**src/rtl/ecc_secded_pipe_pkg.sv**
```systemverilog
// ecc_pkg: shared sizing helpers, data-bit position map and error classes for the SEC-DED codec.
package ecc_pkg;

  typedef enum logic [1:0] {
    CLEAN = 2'd0,
    SBE   = 2'd1,
    DBE   = 2'd2
  } err_class_e;

  // Smallest P with 2^P >= DW+P+1.
  function automatic int ecc_pw(input int dw);
    int p;
    p = 1;
    while ((1 << p) < dw + p + 1) p++;
    return p;
  endfunction

  function automatic int ecc_cw(input int dw);
    return dw + ecc_pw(dw) + 1;
  endfunction

  // 0-based code bit holding data bit idx: data fills the non-power-of-two 1-indexed positions in order.
  function automatic int ecc_data_pos(input int idx);
    int cnt;
    int res;
    cnt = 0;
    res = 0;
    for (int pos = 1; pos < 1024; pos++) begin
      if ((pos & (pos - 1)) != 0) begin
        if (cnt == idx) res = pos - 1;
        cnt++;
      end
    end
    return res;
  endfunction

endpackage

```
**src/rtl/ecc_secded_syn.sv**
```systemverilog
// ecc_secded_syn: combinational Hamming check. ENC=1 ignores parity slots and yields parity bits;
// ENC=0 yields the syndrome of a received word plus its overall parity.
module ecc_secded_syn
  import ecc_pkg::*;
#(
  parameter int DW  = 32,
  parameter bit ENC = 1'b0,
  localparam int PW = ecc_pw(DW),
  localparam int CW = DW + PW + 1
) (
  input  logic [CW-1:0] code_i,
  output logic [PW-1:0] syn_o,
  output logic          op_o
);

  logic [CW-1:0] code_m;

  always_comb begin
    code_m = code_i;
    if (ENC) begin
      for (int k = 0; k < PW; k++) code_m[(1 << k) - 1] = 1'b0;
      code_m[CW-1] = 1'b0;
    end
  end

  // Syndrome is the XOR of the 1-indexed positions of every set bit below the overall parity bit.
  always_comb begin
    syn_o = '0;
    for (int i = 0; i < CW - 1; i++) begin
      if (code_m[i]) syn_o = syn_o ^ PW'(i + 1);
    end
    op_o = ^code_m;
  end

endmodule

```
**src/rtl/ecc_secded_pipe.sv**
```systemverilog
// ecc_secded_pipe: pipelined SEC-DED codec, 1-stage encoder and 2-stage decoder with error counters.
// Define ECC_ERR_INJECT_EN to add the one-shot INJ_MASK/INJ_ARM error injection on the encode path.
module ecc_secded_pipe
  import ecc_pkg::*;
#(
  parameter int DW    = 32,
  parameter int PW    = ecc_pw(DW),
  parameter int CW    = DW + PW + 1,
  parameter int CNT_W = 16
) (
  input  logic             CLK,
  input  logic             RST,
  input  logic             WR_VLD,
  output logic             WR_RDY,
  input  logic [DW-1:0]    WR_DATA,
  output logic             ENC_VLD,
  input  logic             ENC_RDY,
  output logic [CW-1:0]    ENC_CODE,
  input  logic             RD_VLD,
  output logic             RD_RDY,
  input  logic [CW-1:0]    RD_CODE,
  output logic             DEC_VLD,
  input  logic             DEC_RDY,
  output logic [DW-1:0]    DEC_DATA,
  output logic             DEC_SBE,
  output logic             DEC_DBE,
  output logic [PW-1:0]    DEC_SYN,
  output logic [CNT_W-1:0] SBE_CNT,
  output logic [CNT_W-1:0] DBE_CNT,
  output logic             DBE_STKY,
  input  logic             CNT_CLR
`ifdef ECC_ERR_INJECT_EN
  ,
  input  logic [CW-1:0]    INJ_MASK,
  input  logic             INJ_ARM
`endif
);

  logic [CW-1:0]    enc_map;
  logic [CW-1:0]    enc_code_d;
  logic [CW-1:0]    enc_code_q;
  logic [CW-1:0]    inj_mask;
  logic [PW-1:0]    enc_par;
  logic             enc_op;
  logic             enc_vld_q;
  logic             enc_load;

  logic [PW-1:0]    rd_syn;
  logic             rd_op;
  logic             rd_load;
  logic             s2_adv;
  logic             s1_vld_q;
  logic [CW-1:0]    s1_code_q;
  logic [PW-1:0]    s1_syn_q;
  logic             s1_op_q;

  err_class_e       dec_class;
  logic [CW-1:0]    flip_mask;
  logic [CW-1:0]    dec_corr;
  logic [DW-1:0]    dec_data_d;
  logic             dec_vld_q;
  logic [DW-1:0]    dec_data_q;
  logic             dec_sbe_q;
  logic             dec_dbe_q;
  logic [PW-1:0]    dec_syn_q;
  logic             dec_hs;
  logic [CNT_W-1:0] sbe_cnt_q;
  logic [CNT_W-1:0] dbe_cnt_q;
  logic             dbe_stky_q;

  for (genvar gi = 0; gi < DW; gi++) begin : g_map
    localparam int POS = ecc_data_pos(gi);
    assign enc_map[POS]   = WR_DATA[gi];
    assign dec_data_d[gi] = dec_corr[POS];
  end

  for (genvar gi = 0; gi < PW; gi++) begin : g_par_slot
    assign enc_map[(1 << gi) - 1] = 1'b0;
  end
  assign enc_map[CW-1] = 1'b0;

  ecc_secded_syn #(.DW(DW), .ENC(1'b1)) u_enc_syn (
    .code_i (enc_map),
    .syn_o  (enc_par),
    .op_o   (enc_op)
  );

  always_comb begin
    enc_code_d = enc_map;
    for (int k = 0; k < PW; k++) enc_code_d[(1 << k) - 1] = enc_par[k];
    enc_code_d[CW-1] = enc_op ^ (^enc_par);
  end

  assign WR_RDY   = !enc_vld_q || ENC_RDY;
  assign enc_load = WR_VLD && WR_RDY;

`ifdef ECC_ERR_INJECT_EN
  logic [CW-1:0] inj_q;

  // A fresh arm takes priority so a same-cycle load cannot wipe the newly armed mask.
  always_ff @(posedge CLK) begin
    if (RST) begin
      inj_q <= '0;
    end else if (INJ_ARM) begin
      inj_q <= INJ_MASK;
    end else if (enc_load) begin
      inj_q <= '0;
    end
  end
  assign inj_mask = inj_q;
`else
  assign inj_mask = '0;
`endif

  always_ff @(posedge CLK) begin
    if (RST) begin
      enc_vld_q  <= 1'b0;
      enc_code_q <= '0;
    end else if (enc_load) begin
      enc_vld_q  <= 1'b1;
      enc_code_q <= enc_code_d ^ inj_mask;
    end else if (ENC_RDY) begin
      enc_vld_q  <= 1'b0;
    end
  end

  ecc_secded_syn #(.DW(DW), .ENC(1'b0)) u_dec_syn (
    .code_i (RD_CODE),
    .syn_o  (rd_syn),
    .op_o   (rd_op)
  );

  assign s2_adv  = !dec_vld_q || DEC_RDY;
  assign RD_RDY  = !s1_vld_q || s2_adv;
  assign rd_load = RD_VLD && RD_RDY;

  // Syndromes beyond the last code position cannot come from a single flip.
  always_comb begin
    dec_class = CLEAN;
    flip_mask = '0;
    if (s1_syn_q == '0) begin
      dec_class = s1_op_q ? SBE : CLEAN;
    end else if (!s1_op_q) begin
      dec_class = DBE;
    end else if (int'(s1_syn_q) <= CW - 1) begin
      dec_class = SBE;
      flip_mask = CW'(1) << (int'(s1_syn_q) - 1);
    end else begin
      dec_class = DBE;
    end
  end
  assign dec_corr = s1_code_q ^ flip_mask;

  always_ff @(posedge CLK) begin
    if (RST) begin
      s1_vld_q   <= 1'b0;
      s1_code_q  <= '0;
      s1_syn_q   <= '0;
      s1_op_q    <= 1'b0;
      dec_vld_q  <= 1'b0;
      dec_data_q <= '0;
      dec_sbe_q  <= 1'b0;
      dec_dbe_q  <= 1'b0;
      dec_syn_q  <= '0;
    end else begin
      if (RD_RDY) s1_vld_q <= RD_VLD;
      if (rd_load) begin
        s1_code_q <= RD_CODE;
        s1_syn_q  <= rd_syn;
        s1_op_q   <= rd_op;
      end
      if (s2_adv) dec_vld_q <= s1_vld_q;
      if (s2_adv && s1_vld_q) begin
        dec_data_q <= dec_data_d;
        dec_sbe_q  <= (dec_class == SBE);
        dec_dbe_q  <= (dec_class == DBE);
        dec_syn_q  <= s1_syn_q;
      end
    end
  end

  assign dec_hs = dec_vld_q && DEC_RDY;

  // Counting only on the output handshake keeps stalled words from being counted twice.
  always_ff @(posedge CLK) begin
    if (RST || CNT_CLR) begin
      sbe_cnt_q  <= '0;
      dbe_cnt_q  <= '0;
      dbe_stky_q <= 1'b0;
    end else if (dec_hs) begin
      if (dec_sbe_q && (sbe_cnt_q != '1)) sbe_cnt_q <= sbe_cnt_q + CNT_W'(1);
      if (dec_dbe_q && (dbe_cnt_q != '1)) dbe_cnt_q <= dbe_cnt_q + CNT_W'(1);
      if (dec_dbe_q) dbe_stky_q <= 1'b1;
    end
  end

  assign ENC_VLD  = enc_vld_q;
  assign ENC_CODE = enc_code_q;
  assign DEC_VLD  = dec_vld_q;
  assign DEC_DATA = dec_data_q;
  assign DEC_SBE  = dec_sbe_q;
  assign DEC_DBE  = dec_dbe_q;
  assign DEC_SYN  = dec_syn_q;
  assign SBE_CNT  = sbe_cnt_q;
  assign DBE_CNT  = dbe_cnt_q;
  assign DBE_STKY = dbe_stky_q;

endmodule

```
**config.mk**
```make
export PLATFORM = sky130hd
export DESIGN_NAME = ecc_secded_pipe
export DESIGN_NICKNAME = d
export VERILOG_FILES = /design/src/rtl/ecc_secded_pipe_pkg.sv /design/src/rtl/ecc_secded_syn.sv /design/src/rtl/ecc_secded_pipe.sv
export SDC_FILE = /design/constraint.sdc
export NUM_CORES = 1
export LEC_CHECK = 0
export CELL_PAD_IN_SITES_DETAIL_PLACEMENT = 1
export CELL_PAD_IN_SITES_GLOBAL_PLACEMENT = 2
export CORE_AREA = 10 10 141 194
export CTS_CLUSTER_DIAMETER = 150
export DETAILED_ROUTE_END_ITERATION = 16
export DIE_AREA = 0 0 151 204
export DONT_BUFFER_PORTS = 1
export PLACE_DENSITY = 0.83
export SLEW_MARGIN = 30
export SYNTH_ARGS = -nofsm -noshare
export SYNTH_HDL_FRONTEND = slang
export SYNTH_SLANG_ARGS = --single-unit
```
**constraint.sdc**
```tcl
create_clock -name CLK -period 2.2 [get_ports CLK]
set_input_delay 0.44 -clock CLK [delete_from_list [all_inputs] [get_ports CLK]]
set_output_delay 0.44 -clock CLK [all_outputs]
set_load 0.02 [all_outputs]
```
# Yosys cells after proc, flatten, opt, wreduce, memory -nomap -nowiden
# Index checks and enable logic that the tools add are counted.
# Widths: inputs -> output; s select.
[totals]
regBits = 160
out_inout_bits = 116
[op_classes]
n_bitwise = 70
mux = 79
addsub = 3
n_eq_ne = 4
magnitude_cmp = 1
shift = 1
n_reduce_logical = 21
[op_table]
columns = ["cell", "n"]
rows = [
  ["$mux 5", 31],
  ["$mux 38", 3],
  ["$mux 6", 13],
  ["$not 3->3", 26],
  ["$reduce_xor 39->1", 2],
  ["$mux 4", 15],
  ["$not 2->2", 25],
  ["$not 4->4", 10],
  ["$shl 1x32->38 const A", 1],
  ["$xor 38x38->38", 1],
  ["$add 16x1->16 const B", 2],
  ["$ne 16x16->1 const B", 2],
  ["$mux 3", 7],
  ["$mux 2", 6],
  ["$not 5->5", 2],
  ["$sub 6x1->7 const B", 1],
  ["$le 6x6->1 const B", 1],
  ["$logic_and 1x1->1", 6],
  ["$logic_not 6->1", 1],
  ["$reduce_and 2->1", 3],
  ["$reduce_xor 6->1", 1],
  ["$not 1->1 const A", 5],
  ["$logic_or 1x1->1", 4],
  ["$mux 1", 4],
  ["other kinds (5)", 7],
]

# Longest topological paths before layout
# Gate-level depths: netlist of the first run.
[depth]
word_depth = 70
ltp_mapped = 11

# Cells and area by module
# From an unflattened synthesis of the first run, not the netlist that was laid out.
[hier_totals]
cells_unflattened = 939
area_unflattened_um2 = 8002.7
[by_module_without_submodules]
columns = ["module", "n_inst", "cells_per_inst", "area_each_um2", "seq_area_each_um2"]
rows = [
  ["ecc_secded_pipe", 1, 822, 6621.4, 3083.0],
  ["ecc_secded_syn (u_dec_syn)", 1, 62, 734.5, 0.0],
  ["ecc_secded_syn (u_enc_syn)", 1, 55, 646.9, 0.0],
]

# Worst setup path before layout of the first run
# OpenSTA, ideal clock, no wires.
[synth_timing]
path_kind = "flip-flop to flip-flop"
startpoint = "register s1_syn_q[0]"
endpoint = "register dec_data_q[30], in the netlist DEC_DATA[30]"
stages_incl_launch_ff = 12
t_required_ps = 2114
slack_ps = -123
n_path_buf = 3
setup_time_ps = 86
t_arrival_ps = 2237
cell_sequence = "dfxtp_1 -> clkbuf_1 -> inv_1 -> ha_1 -> clkbuf_2 -> nor3b_2 -> xnor2_1 -> nand3_2 -> buf_2 -> nor4_1 -> xnor2_1 -> a211oi_1"
[synth_via]
elab_chain_cells = 6
[synth_lines]
columns = ["item", "line_no", "rtl"]
rows = [
  ["start, declared", "ecc_secded_pipe.sv:54", "logic [PW-1:0] s1_syn_q;"],
  ["start signal, assigned", "ecc_secded_pipe.sv:169", "s1_syn_q <= rd_syn;"],
  ["$sub 6x1->7", "ecc_secded_pipe.sv:147", "flip_mask = CW'(1) << (int'(s1_syn_q) - 1);"],
  ["$shl 1x32->38", "ecc_secded_pipe.sv:147", ""],
  ["$mux 38", "ecc_secded_pipe.sv:145", "end else if (int'(s1_syn_q) <= CW - 1) begin"],
  ["$mux 38", "ecc_secded_pipe.sv:143", "end else if (!s1_op_q) begin"],
  ["$mux 38 (*)", "ecc_secded_pipe.sv:141", "if (s1_syn_q == '0) begin"],
  ["$xor 38x38->38 (*)", "ecc_secded_pipe.sv:152", "assign dec_corr = s1_code_q ^ flip_mask;"],
  ["end signal, assigned", "ecc_secded_pipe.sv:174", "dec_data_q <= dec_data_d;"],
  ["end, declared", "ecc_secded_pipe.sv:62", "logic [DW-1:0] dec_data_q;"],
]
# Every way passes the cells marked *; elsewhere a longest branch is shown, timed or not.
# A chain may end at the register's enable or synchronous reset.

# Worst setup path in the final report of the first run
[layout_timing]
startpoint = "register s1_syn_q[0]"
endpoint = "register dec_data_q[28], in the netlist DEC_DATA[28]"
# Same word-level chain as after synthesis.

==> results of run 1 <==
[cell usage after synthesis (all sizes together), types with 12 or more instances]
cell type,n,area share
nand2,171,0.083
dfxtp,154,0.40
xnor2,148,0.17
a21oi,86,0.056
nor2,84,0.041
clkbuf,49,0.024
a211oi,38,0.038
nor4,33,0.028
xor2,25,0.028
nand3,20,0.014
xnor3,15,0.044
inv,13,0.0063
nor3,12,0.0078
[cells by family (layout without fill, tap and decap cells)]
| family | count (synthesis) | count (layout) |
|---|---|---|
| XOR/XNOR | 189 | 189 |
| AO/OA/AOI/OAI | 139 | 139 |
| multiplexers | 3 | 3 |
| flip-flops | 154 | 154 |
| buffers and inverters | 68 | 125 |
| adder cells (fa/ha/maj) | 4 | 4 |
| AND/OR/NAND/NOR | 354 | 354 |
[power by group through the flow]
stage / sequential (mW) / combinational, mW / clock (mW)
2_1_floorplan: 3.28 / 1.89 / 0
3_3_place_gp: 3.36 / 2.59 / 0
3_5_place_dp: 3.37 / 2.64 / 0
4_1_cts: 3.31 / 2.66 / 3.03
5_1_grt: 3.33 / 3.04 / 3.14
6_report: 3.31 / 2.81 / 2.94
[routing by layer]
metal  track usage  vias to the layer above
li1              -                     3127
met1        0.1546                     3024
met2        0.2839                      156
met3       0.05318                       22
met4       0.04962                        0
met5             0                        -
[final cells by class]
type	count	area, sq um
tap	310	387.9
timing repair buffer	80	675.6
clock buffer	18	439.2
inverter	13	48.80
clock inverter	14	148.9
fill	2779	14480
multi-input combinational	689	4548
sequential	154	3084
[registers in the layout (all words and copies together) (netlist names)]
| register | cells |
|---|---|
| ENC_VLD | 1 |
| DEC_VLD | 1 |
| SBE_CNT | 16 |
| s1_op_q | 1 |
| DEC_DBE | 1 |
| s1_syn_q | 6 |
| DBE_STKY | 1 |
| DEC_SYN | 6 |
| s1_code_q | 32 |
| DEC_SBE | 1 |
| DBE_CNT | 16 |
| ENC_CODE | 39 |
| DEC_DATA | 32 |
| s1_vld_q | 1 |
[worst paths after layout]
| check | cells after the start | endpoint |
|---|---|---|
| setup / recovery | 11 | DEC_DATA[28]$_SDFFE_PP0P_ |
| hold / removal | 1 | ENC_CODE[27]$_SDFFE_PP0P_ |
| setup reg to reg | 11 | DEC_DATA[28]$_SDFFE_PP0P_ |
| hold reg to reg | 2 | s1_code_q[11]$_SDFFE_PP0P_ |
[per-stage QoR]
step,setup slack (ps),instances,hold slack [ps],util,area [sq um]
after global routing,-98.89,1278,62.38,0.3920,9333
after CTS,4.685,1278,66.85,0.3855,9178
final,74.90,1278,83.82,0.3920,9333
after global placement,-111.7,1246,456.2,0.3604,8581
after floorplan,-13.11,911,448.8,-,7729
after detailed placement,-171.2,1246,463.0,0.3604,8581
[critical path: stages (launching register included)]
cell and delay (ps):
dfxtp_1 310, inv_1 100, ha_2 200, buf_4 160, and3b_1 190, a31oi_1 60, buf_4 160, or2_2 340
nor3_2 120, buf_4 140, xnor2_1 60, a211oi_1 180
[what timing repair did]
item,4_1_cts,5_1_grt
pin swaps,0,4
endpoints found under the setup margin,10,30
gates resized for setup,2,27
==> results, run 1 <==
- Of the total synthesized cell area, the portion taken by AND, OR, NAND and NOR gates is 0.2041.
- Setup violations remaining at the end of the flow were counted as 0.
- The worst-case IR drop observed on VDD is 593.8 uV.
- For this run, the leading register cell type out of synthesis is dfxtp_1.
- The synthesized design contains 154 register bits.
- The final-layout setup total negative slack is 0 ps.
- The final critical-path required period is 2125 ps.
- After global routing the overflow that remains totals 0.
- Across every metal layer, demand over resource in global routing totals 0.1531.
- Of all nets on the critical path, the largest fanout is 6.
- The overall die height is 204 microns.
- The net count of the finished layout is 1037.
- The startpoint class of the critical path is a register.
- The area enclosed by the die boundary is 0.03080 sq mm.
- The top cell types in the final layout, fill and taps aside, are nand2_1, dfxtp_1, xnor2_1, a21oi_1, nor2_1.
- For this run, the register share of the synthesized area comes to 0.3994.
- The clock buffer count from CTS is 17.
- The core region is 0.02381 sq mm.
- The reported net switching power is 2.994 mW.
- The share of total power dissipated in combinational logic is 0.310.
- The maximum buffer depth of the clock tree is 2.
- The number of library cell types mapped by synthesis is 42.
- The completed layout was analyzed and its total power is 9.055 mW.
- The XOR/XNOR share of the synthesized area is 0.2446.
- The number of endpoints with negative hold slack in the final report came to 0.
- Buffers added to address setup during post-CTS repair amount to 0.
- The first global-routing pass estimated 37.03 mm of wire.
- The clock root buffer is clkbuf_16.
- The max-slew headroom at the worst pin is 0.5221.
- The share of synthesized cell area in full adder, half adder and majority cells is 0.006484.
- The met2 wire length is 12.95 mm.
- The pin count of the biggest net entering global routing is 123.
- The antenna diode count is 0.
- The number of detailed-route iterations in the first pass is 6.
- The net switching share of the total power is 0.3306.
- The number of synthesized flops with an enable pin is 0.
- The number of rows created at floorplan is 67.
- The proportion of register bits with asynchronous set or reset after synthesis is 0.
- Cell internal power was estimated by the tool at 6.061 mW.
- The dominant combinational cell family by area after synthesis is XOR/XNOR gates.
- The arrival time at the worst endpoint is 2470 ps.
- The worst hold path belongs to the class in -> reg.
- The average wire per standard cell is 18.95 microns.
- After the first detailed-routing iteration, the DRC count stood at 219.
- The initial antenna violation count came to 0.
- The final wirelength is 24.22 mm.
- The critical path is of the reg -> reg type.
- The worst hold path begins at RST.
- The clock-pin transition on the worst setup and hold timing paths is 60 ps.
- The final route contains 6329 vias.
- The kind of end point of the critical path is a register.
- The initial standard-cell utilization of the core is 0.3242.
- The CTS tree is yes.
- The startpoint identified for the worst register-to-register timing path is s1_syn_q[0]$_SDFFE_PP0P_.
- The total leakage power is 3.249 nW.
- The die boundary width is 151 microns.
- The final max-slew violation count was 0.
- The via count of the first global-routing pass came to 6597.
- The total I/O pin count is 194.
- The routed design uses 1.874 mm of met3 wire.
- Setup repair after global routing could not meet its margin everywhere.
- Once detail routing completed, the nets flagged for antenna violations numbered 0.
- The slew at the pin closest to its max-slew limit is 711.8 ps.
- The power share of the clock group is 0.324.
- The ratio of total power to cell area is 970.2 mW/mm^2.
- The total number of clock tree sinks is 154.
- The reg2reg setup slack is 70 ps.
- The routed length on met1 is 8.983 mm.
- Averaged over all synthesized cells, the footprint is 8.473 sq um.
- The final routed DRC violation total is 0.
- The flow ran to the end, and the final reports show no timing, DRC or antenna violations.
- The complex-gate fraction of the synthesized area is 0.1071.
- The share of the clock period used by the worst path after layout is 0.9660.
- Summing every instance area after synthesis gives 0.007719 sq mm.
- The instance count of the mapped netlist is 911.
- The fraction of final layout cells with drive strength greater than 1 is 0.1591.
- The CTS H-tree depth is 4.
- For the final database, setup skew stands at 6.222 ps.
- Derived from the worst setup path, the maximum achievable clock frequency is 470.6 MHz.
- The count of buffers added on input and output ports is 0.
- The most critical setup path has its startpoint at s1_syn_q[0]$_SDFFE_PP0P_.
- The area growth from synthesis to layout is 20.91%.
- The synthesized net count is 993.
- The max capacitance violation total is 0.
- The uppermost layer routed is met4.
- The clock reaches the later pin of the worst-skew pair after 420 ps.
- The data required time of the critical path is 2540 ps.
- The final HPWL from detailed placement is 18.58 mm.
- Of the total power, registers draw 0.365.
- Of the post-synthesis cell area, the part taken by muxes is 0.004053.
- The most common library cell in the layout ignoring fill and taps is nand2_1.
- At the end of routability-driven placement, the weighted congestion stood at 0.8066.
- The via count normalized by instance count is 4.952.
- The number of hold buffers added after CTS is 0.
- The Yosys step of the flow raised 0 warnings.
Note: power is estimated with default switching activity, not from simulation.
==> run 2: changes to the inputs <==
--- a/config.mk
+++ b/config.mk
@@ -13,6 +13,7 @@
 export DIE_AREA = 0 0 151 204
 export DONT_BUFFER_PORTS = 1
 export PLACE_DENSITY = 0.83
+export SKIP_LAST_GASP = 1
 export SLEW_MARGIN = 30
 export SYNTH_ARGS = -nofsm -noshare
 export SYNTH_HDL_FRONTEND = slang
==> results of run 2 <==
Final layout, timing and power as in run 1 (identical DEF).
